==> src/rtl/wb_scheduler.sv <==
// Register-file write-back arbiter: core results vs. buffered load responses, 1-cycle registered output.
// Backpressure: core_stall when a starved or full load FIFO must drain; ld_ready drops when the FIFO is full.
module wb_scheduler #(
  parameter int MAX_WAIT = 4
) (
  input  logic        clk,
  input  logic        rst,
  input  logic        core_wb_valid,
  input  logic [4:0]  core_rd,
  input  logic [1:0]  mem_to_reg,
  input  logic [31:0] alu_out,
  input  logic [31:0] next_sel_address,
  output logic        core_stall,
  input  logic        ld_valid,
  input  logic [4:0]  ld_rd,
  input  logic [31:0] ld_data,
  output logic        ld_ready,
  output logic        rf_we,
  output logic [4:0]  rf_rd,
  output logic [31:0] rf_wdata,
  output logic [1:0]  ld_pending
);

  typedef struct packed {
    logic [4:0]  rd;
    logic [31:0] data;
  } ld_entry_t;

  localparam logic [3:0] AGE_MAX = 4'(MAX_WAIT);

  ld_entry_t   fifo_q [2];
  ld_entry_t   fifo_d [2];
  logic        wr_ptr_q, wr_ptr_d;
  logic        rd_ptr_q, rd_ptr_d;
  logic [1:0]  count_q, count_d;
  logic [3:0]  age_q, age_d;
  logic        rf_we_q, rf_we_d;
  logic [4:0]  rf_rd_q, rf_rd_d;
  logic [31:0] rf_wdata_q, rf_wdata_d;

  logic        core_write;
  logic [31:0] core_data;
  logic        fifo_empty;
  logic        fifo_full;
  logic        force_drain;
  logic        head_win;
  logic        core_win;
  logic        push;
  logic        pop;
  ld_entry_t   head;

  always_comb begin
    // mem_to_reg 00 and 10 are the only encodings that write in the current cycle
    core_write  = core_wb_valid & ~mem_to_reg[0] & (core_rd != 5'd0);
    core_data   = mem_to_reg[1] ? next_sel_address : alu_out;
    fifo_empty  = (count_q == 2'd0);
    fifo_full   = (count_q == 2'd2);
    ld_ready    = rst & ~fifo_full;
    force_drain = fifo_full | (~fifo_empty & (age_q == AGE_MAX));
    head_win    = force_drain | (~core_write & ~fifo_empty);
    core_win    = core_write & ~force_drain;
    core_stall  = rst & force_drain & core_write;
    pop         = head_win;
    push        = ld_valid & ld_ready & (ld_rd != 5'd0);
    head        = fifo_q[rd_ptr_q];
  end

  always_comb begin
    fifo_d   = fifo_q;
    wr_ptr_d = wr_ptr_q ^ push;
    rd_ptr_d = rd_ptr_q ^ pop;
    count_d  = count_q + {1'b0, push} - {1'b0, pop};
    if (push) begin
      fifo_d[wr_ptr_q] = '{rd: ld_rd, data: ld_data};
    end
    // Age tracks only the entry currently visible at the head
    if (pop || fifo_empty) begin
      age_d = 4'd0;
    end else if (age_q != AGE_MAX) begin
      age_d = age_q + 4'd1;
    end else begin
      age_d = age_q;
    end
  end

  always_comb begin
    rf_we_d    = head_win | core_win;
    rf_rd_d    = rf_rd_q;
    rf_wdata_d = rf_wdata_q;
    if (head_win) begin
      rf_rd_d    = head.rd;
      rf_wdata_d = head.data;
    end else if (core_win) begin
      rf_rd_d    = core_rd;
      rf_wdata_d = core_data;
    end
  end

  always_ff @(posedge clk) begin
    if (!rst) begin
      fifo_q     <= '{default: '0};
      wr_ptr_q   <= 1'b0;
      rd_ptr_q   <= 1'b0;
      count_q    <= 2'd0;
      age_q      <= 4'd0;
      rf_we_q    <= 1'b0;
      rf_rd_q    <= 5'd0;
      rf_wdata_q <= 32'd0;
    end else begin
      fifo_q     <= fifo_d;
      wr_ptr_q   <= wr_ptr_d;
      rd_ptr_q   <= rd_ptr_d;
      count_q    <= count_d;
      age_q      <= age_d;
      rf_we_q    <= rf_we_d;
      rf_rd_q    <= rf_rd_d;
      rf_wdata_q <= rf_wdata_d;
    end
  end

  assign rf_we      = rf_we_q;
  assign rf_rd      = rf_rd_q;
  assign rf_wdata   = rf_wdata_q;
  assign ld_pending = count_q;

endmodule

==> config.mk <==
export PLATFORM = sky130hd
export DESIGN_NAME = wb_scheduler
export DESIGN_NICKNAME = d
export VERILOG_FILES = /design/src/rtl/wb_scheduler.sv
export SDC_FILE = /design/constraint.sdc
export NUM_CORES = 1
export LEC_CHECK = 0
export CAP_MARGIN = 40
export CORE_ASPECT_RATIO = 1.5
export CORE_MARGIN = 1
export CORE_UTILIZATION = 43
export DETAILED_ROUTE_END_ITERATION = 6
export PLACE_DENSITY = 0.76
export SLEW_MARGIN = 25
export SYNTH_ARGS = -nofsm -noshare
export SYNTH_HDL_FRONTEND = slang
export SYNTH_SLANG_ARGS = --single-unit
==> constraint.sdc <==
create_clock -name clk -period 2.3 [get_ports clk]
set_input_delay 0.46 -clock clk [delete_from_list [all_inputs] [get_ports clk]]
set_output_delay 0.46 -clock clk [all_outputs]
set_load 0.02 [all_outputs]
==> metrics.cfg <==
[synthesis]
synth_top_cell_by_area=dfxtp_1
yosysWarnings=0
synth-compound-area-share_pct=7.59
synth_fa_ha_area_share_pct=1.36
postSynthAreaPerCell_um2=10.2
synth.area.top_cells=dfxtp_1, mux2i_1, nor2b_1
synth-seq-cells=120
synth_top_cell_area_share_pct=43.7
synth_cell_type_count=30
yosysSeqAreaShare_pct=43.7
synthXorXnorAreaFrac_pct=0.477
synth_area_mm2=0.00550
netlist_instances=538
syn_nets=656
synth_top_family_by_area=multiplexers
yosys-mux-area-fraction_pct=26.0
synth_simple_gate_area_share_pct=16.3

[clock_network]
cts_tree=built
clk_path_buf_depth=2
insertion_delay_ns=0.41
clock_tree.root_cell=clkbuf_16
cts_hold_buf=0
h-tree-depth=4
path_clk_slew_ns=0.06
cts_buffers=17
clock_sinks=120

[timing]
fmax_mhz=456
layout_min_cycle_time_ns=2.19
finalSetupViolations=0
slew_violations=0
hold_viol=0
rsz0062_at_grt=false
max-slew-margin-rel_pct=60.9
skew_ns=0.0104
worst_pin_slew_ns=0.587
whs_ns=0.462
final.period_utilization_pct=95.4
setup-tns-final_ns=0

[final_layout]
syn2layout_area_growth_pct=44.2
utilization_pct=63.7
layout_commonest_cell=clkdlybuf4s50_1
drive_gt1_share_pct=9.52
antennaDiodeCount=0
nNetsFinal=809
final_cell_mix=clkdlybuf4s50_1, mux2i_1, dfxtp_1

[hold_path]
hold_depth=1
hp-start=rf_wdata[17]
min_path_type=reg -> reg
hold_end=rf_wdata[17]

[detailed_routing]
ant_nets=0
first_iter_violations=89
firstDrtPassIters=4
post_drt_wl_per_cell_um=16.0
vias=4451
vias_per_cell=5.18
drc=0
drt-total-wl_um=13700

[place]
dp_hpwl_um=9450
portBuffers=153
place.gp.congestion=0.733

[global_route]
grt.busiest_layer=met2
grt_max_degree=81
use_met2_pct=40.8
gr-usage-met1_pct=22.7
grt_overflow=0
track_usage_pct=21.8
grt_pass1_wl_um=22200
met3_usage_pct=4.94
antenna_found_initial=0
first_global_vias=4649

[setup_path]
r2r_start=age_q[0]
slowest_stage=or4_1
cp_max_fo=2
rrSetupSlack_ns=0.14
r2r-end=ld_pending[1]
crit_required_ns=2.61
reg2regPathDepth=12
worst_setup_path_end_kind=flip-flop
cp.arrival_ns=2.50
startpoint_type=primary input
worstSetupPathType=in -> reg
slowest_delay_ns=0.53
crit_chain=clkdlybuf4s50_1, or4_1, o211ai_1, ha_1, inv_1, ha_1, xnor2_1, xnor2_1, and2_1

[floorplanning]
initial_core_util_pct=44.2
core_area_mm2=0.0124
die_area_mm2=0.0133
die_y_um=141
chipWidth_um=94.4
rows=50
io-pin-count=154

[job]
maxCapViolCount=0

[power]
p_leak_uw=0.00297
ir_drop_v=0.000791
power_density_mw_per_mm2=1070

[outcome]
status=complete, no violations

[routing by layer]
metal / wire length, µm / vias up
met5: 0 / -
met4: 298 / 0
met3: 666 / 22
met2: 7500 / 117
met1: 5260 / 2129
li1: - / 2183
[critical path: cells and delay by family]
| family | cells | cell delay (ns) |
|---|---|---|
| AO/OA/AOI/OAI | 1 | 0.24 |
| XOR/XNOR | 2 | 0.20 |
| buffers and inverters | 2 | 0.48 |
| AND/OR/NAND/NOR | 2 | 0.68 |
| adder cells (fa/ha/maj) | 2 | 0.42 |
[worst max path at each step]
stage	from	endpoint	slack, ns	cells past startpoint
after floorplan	rst	fifo_q[0]	0.04	9
after global placement	ld_rd[0]	ld_pending[1]	-0.23	9
after detailed placement	ld_rd[0]	ld_pending[1]	-0.32	9
after CTS	age_q[1]	core_stall	0.07	6
after global routing	age_q[0]	ld_pending[1]	0.02	12
final	ld_rd[0]	ld_pending[1]	0.11	9
[cell families (layout without fill, tap and decap cells)]
| family | after synthesis | count (layout) |
|---|---|---|
| xor+xnor | 3 | 3 |
| simple gates | 174 | 174 |
| buf+inv | 49 | 215 |
| compound gates | 43 | 43 |
| mux | 143 | 143 |
| fa+ha+maj | 6 | 6 |
| flops | 120 | 120 |
[state kept, by name, indices dropped and copies added, names as in the netlist]
| name | cells |
|---|---|
| age_q | 4 |
| fifo_q | 74 |
| wr_ptr_q | 1 |
| rf_rd | 5 |
| ld_pending | 2 |
| rd_ptr_q | 1 |
| rf_wdata | 32 |
| rf_we | 1 |
[layout make-up]
type	count	area (µm²)
inverter	8	31.3
sequential	120	2400
multi-input combinational	369	2870
tap	156	195
clock buffer	22	494
clock inverter	10	165
fill	1057	4510
timing repair buffer	175	1780
[power by group]
group	internal [µW]	total, µW	leakage [µW]	switching [µW]
registers	2440	2670	0.000979	230
clock network	1960	2890	0.000315	934
logic	1430	2920	0.00168	1490
[cells in the mapped netlist]
master    number
nor3_1         2
buf_8          3
nand3b_1       1
a31o_4         1
clkbuf_1      14
clkinv_2       1
buf_2         20
buf_4          2
a32o_1        37
or3b_2         1
ha_1           6
buf_1          2
nor2b_1       77
nand2_1       70
and2_4         1
a21boi_0       1
nor2_1         7
nand2b_1       6
and2_1         4
a21oi_1        2
or2_2          1
mux2i_1      143
or4_1          1
o211ai_1       1
o21ai_0        1
dfxtp_1      120
xnor2_1        3
nand3_1        2
nand4_1        1
inv_1          7
[per-stage QoR]
step | setup slack, ns | power, µW | std cells | area (µm²)
finish | 0.106 | 8480 | 860 | 7940
floorplan | 0.0355 | 4490 | 538 | 5510
detailed placement | -0.316 | 5650 | 828 | 7280
global route | 0.0222 | 8910 | 860 | 7940
CTS | 0.0710 | 8560 | 860 | 7940
global placement | -0.234 | 5570 | 828 | 7280
[what timing repair did]
action | CTS | global route
setup endpoints to repair | 1 | 1
hold endpoints to repair | 0 | 0
pin swaps | 0 | 0
setup buffers | 0 | 0
resized for setup | 1 | 2
Note: power is estimated with default switching activity, not from simulation.
==> patch 1, RTL diff (same settings) <==
Reset style: asynchronous (`rst`), changed in one clocked block.
--- a/src/rtl/wb_scheduler.sv
+++ b/src/rtl/wb_scheduler.sv
@@ -97,5 +97,5 @@
   end
 
-  always_ff @(posedge clk) begin
+  always_ff @(posedge clk or negedge rst) begin
     if (!rst) begin
       fifo_q     <= '{default: '0};
Behaviour: differs if rst is asserted again (counterexample within 4 cycles, from zero or initial values and one cycle with rst low); with rst held inactive, the same outputs for 10 cycles.
==> patch 1 against the original RTL <==
- non-clock buffer count grew 12
- setup slack gained 0.0091 ns
- largest power group unchanged
- total power grew 48%
- die area grew 13%
- wire length grew 18%
- sequential cell count is the same
- final area grew 11%
- synthesized area grew 13%
- first-iteration DRC count grew 140%
==> patch 1: results (changes against the original RTL) <==
stage	metric	value	unit	change
place	Setup WS pre-CTS	-0.176	ns	+0.139 ns
final_layout	number of nets in the layout	783		-3.2%
detailed_routing	Routed WL per cell	18.5	um	+16%
detailed_routing	drt initial violations	215		+140%
global_routing	largest net degree at the start of global routing	57		-30%
clock_network	Clock transition at path regs	0.05	ns	
worst_setup_path	CP delay by family, top	flip-flops		
worst_setup_path	reg-to-reg startpoint	age_q[1]		
sta	worst-margin pin slew	0.600	ns	+0.0132 ns
sta	final worst hold slack	0.0366	ns	-0.425 ns
global_routing	Overall Global Routing Usage	22.2	%	+0.41 points
place	dpl cell area	8090	um^2	+11%
clock_network	worst skew pair latency	0.41	ns	about the same
pwr	Combinational Power	5.81	mW	+99%
worst_setup_path	crit-path max cell delay	0.37	ns	-0.16 ns
pwr	LEAKAGE	3.71	nW	+25%
pwr	Clk. pwr	2.93	mW	+1%
place	placed cells	836		+0.97%
synthesis	FFs w/ async S/R, synth	100	%	+100 points
worst_setup_path	reg2reg setup slack	0.16	ns	+0.02 ns
synthesis	sequential share of the synthesized area	48.4	%	+4.8 points
synthesis	syn_nets	620		-5.5%
global_routing	first-pass GRT wire length	25.2	mm	+14%
final_layout	Biggest register	fifo_q		
synthesis	Synth Instances	502		-6.7%
clock_network	H-Tree Depth	4		unchanged
global_routing	vias in the first global route	5089		+9.5%
pwr	Max VDD drop	0.717	mV	-9.3%
worst_setup_path	worst r2r path cells	8		-4
final_layout	number of flip-flops in the largest register	74		unchanged
worst_setup_path	r2r endpoint	rf_wdata[26]		
final_layout	layout cells sized above 1	33.0	%	+24 points
worst_setup_path	maximum fanout along the worst path	2		unchanged
sta	worst clock skew	0.00852	ns	-0.00185 ns
detailed_routing	Via-to-Cell Ratio	5.44		+5.1%
worst_setup_path	Slowest-stage cell, CP	dfrtp_1		
outcome	status	finished clean		
synthesis	Area contributors post-synth	dfrtp_1 48%, mux2_2 19%, mux2i_1 5.2%, o22a_1 4.5%, a21oi_2 4.2%		
place	post-DP HPWL	11.2	mm	+19%
synthesis	Netlist cell types	33		+10%
synthesis	area leader, netlist	dfrtp_1		
synthesis	top cells by count, synth	120 x dfrtp_1, 106 x mux2_2, 34 x a21oi_1, 34 x nand3_1		
clock_network	CTS Buf Count	17		unchanged
final_layout	fillers	1135		+7.4%
pwr	Net Sw Frac	34.8	%	+3.5 points
worst_setup_path	data arrival time of the critical path	1.72	ns	-0.78 ns
synthesis	top cell type's share of synthesized area	48.4	%	+4.8 points
place	Final GP Congestion	0.803		+9.6%
min_path	HP Class	input port to async pin		
detailed_routing	via count	4736		+6.4%
pwr	Switch Pwr	4.38	mW	+65%
[patch 1: cell types whose count changed after synthesis, sizes merged, moves of 37 or more]
| cell | delta |
|---|---|
| a32o | -37 |
| nand2 | -67 |
| mux2i | -111 |
| nor2b | -72 |
| a21oi | +62 |
| dfrtp | +120 |
| mux2 | +106 |
| dfxtp | -120 |
[patch 1: layout make-up]
class | instances | area, um^2 | area share [%]
diodes | 1 | 2.50 | 0.0284
clock inverters | 12 | 196 | 2.23
multi-input cells | 325 | 2910 | 33.1
inverters | 14 | 52.6 | 0.597
clock buffers | 20 | 467 | 5.30
repair buffers | 187 | 1930 | 21.9
flip-flops and latches | 120 | 3010 | 34.2
well taps | 192 | 240 | 2.73
[patch 1: timing repair]
item | 4_1_cts | 5_1_grt
pin swaps | 1 | 2
gates resized for setup | 6 | 7
buffers inserted | 0 | 2
gates cloned | 0 | 0
endpoints found under the setup margin | 2 | 1
[patch 1: logic make-up (layout without fill, tap and decap cells)]
family	Yosys count	count (layout)	synth area share [%]
adders and majority gates	6	6	1.21
muxes	138	138	24.4
AOI/OAI and AO/OA	111	111	14.0
xor gates and xnor gates	5	5	0.706
and+or+nand+nor	65	65	6.03
other	0	1	0
buffers and inverters	57	233	5.28
DFF	120	120	48.4
[patch 1: routing by layer]
metal,wire (um),global-route usage [%]
met4,428,10.0
met1,5930,23.3
met2,9200,42.3
met5,0,0
met3,562,4.03
[patch 1: how the worst max path moves through the flow]
stage | cells past startpoint | end | start | slack (ns)
after floorplan | 10 | fifo_q[0] | ld_pending[0] | 0.04
after global placement | 4 | core_stall | mem_to_reg[0] | -0.16
after detailed placement | 11 | ld_pending[1] | core_rd[2] | -0.18
after CTS | 7 | core_stall | age_q[1] | 0.04
after global routing | 7 | core_stall | age_q[0] | 0.006
final | 7 | core_stall | age_q[0] | 0.12
==> patch 2, RTL diff (same settings) <==
Without the edit above. Take the reset off `rf_wdata_q` and load it in a clocked block of its own.
--- a/src/rtl/wb_scheduler.sv
+++ b/src/rtl/wb_scheduler.sv
@@ -106,5 +106,4 @@
       rf_we_q    <= 1'b0;
       rf_rd_q    <= 5'd0;
-      rf_wdata_q <= 32'd0;
     end else begin
       fifo_q     <= fifo_d;
@@ -115,6 +114,9 @@
       rf_we_q    <= rf_we_d;
       rf_rd_q    <= rf_rd_d;
-      rf_wdata_q <= rf_wdata_d;
     end
+  end
+
+  always_ff @(posedge clk) begin
+    rf_wdata_q <= rf_wdata_d;
   end
 
Formal check against the unedited RTL: not equivalent (Yosys sat finds a counterexample within 4 cycles, from zero or initial values and one cycle with rst low).
==> patch 2 against the original RTL <==
- final area up 0.79%
- wire length fell by 3.7%
- setup slack worse by 0.030 ns
- sequential cell count did not move
- total power fell by 2.4%
- sequential power is 9.0% higher
- synthesized area decreased by 2.0%
- die area down 1.9%
- critical endpoint is now ld_ready
==> patch 2: results (changes against the original RTL) <==
stage	metric	value	unit	change
sta	final worst hold slack	0.460	ns	-0.00171 ns
detailed_routing	metal2 WL	7.29	mm	-2.7%
clock_network	post_cts resized	5		+4
worst_setup_path	crit-path max cell delay	0.60	ns	+0.07 ns
global_routing	vias in the first global route	4419		-4.9%
synthesis	top cells by count, synth	170 x mux2i_1, 88 x dfxtp_1, 80 x nor2_1		
worst_setup_path	CP Launch Point	ld_pending[0]		
global_routing	first-pass GRT wire length	21.1	mm	-4.9%
synthesis	Netlist cell types	37		+23%
sta	worst-margin pin slew	0.811	ns	+0.223 ns
final_layout	number of nets in the layout	771		-4.7%
final_layout	fillers	945		-11%
global_routing	largest net degree at the start of global routing	78		-3.7%
sta	worst clock skew	0.00709	ns	-0.00328 ns
min_path	HP Class	input port to flip-flop		
worst_setup_path	maximum fanout along the worst path	8		+6
worst_setup_path	Worst setup endpoint	ld_ready		
global_routing	Overall Global Routing Usage	21.2	%	-0.60 points
min_path	startpoint of the worst hold path	ld_rd[3]		
pwr	LEAKAGE	3.07	nW	+3.4%
detailed_routing	M1 wire length	5.01	mm	-4.7%
synthesis	Post-synth EDFFs	32		+32
outcome	status	finished clean		
worst_setup_path	data arrival time of the critical path	1.76	ns	-0.74 ns
detailed_routing	Via-to-Cell Ratio	5.07		-2.0%
detailed_routing	WL final	13.2	mm	-3.7%
min_path	hold depth	4		+3
[patch 2: kinds of logic (layout without fill, tap and decap cells)]
logic type	Yosys count	after routing	synth area share (%)
AO/OA/AOI/OAI	16	16	2.39
XOR/XNOR	4	4	0.649
adder cells (fa/ha/maj)	6	6	1.39
buffers and inverters	41	234	3.71
flip-flops	120	120	50.5
multiplexers	175	175	32.6
AND/OR/NAND/NOR	111	111	8.81
[patch 2: layout make-up]
| cell class | count | area share, % |
|---|---|---|
| clock buffers | 19 | 5.41 |
| clock inverters | 13 | 1.94 |
| inverters | 11 | 0.516 |
| multi-input cells | 312 | 31.5 |
| flip-flops and latches | 120 | 34.1 |
| well taps | 153 | 2.39 |
| repair buffers | 191 | 24.1 |
[patch 2: report_power, final]
| group | leakage [nW] | internal, mW | switching [mW] | total [mW] |
|---|---|---|---|---|
| combinational | 1.75 | 1.42 | 1.34 | 2.75 |
| clock | 0.284 | 1.69 | 0.916 | 2.61 |
| sequential | 1.04 | 2.68 | 0.237 | 2.91 |
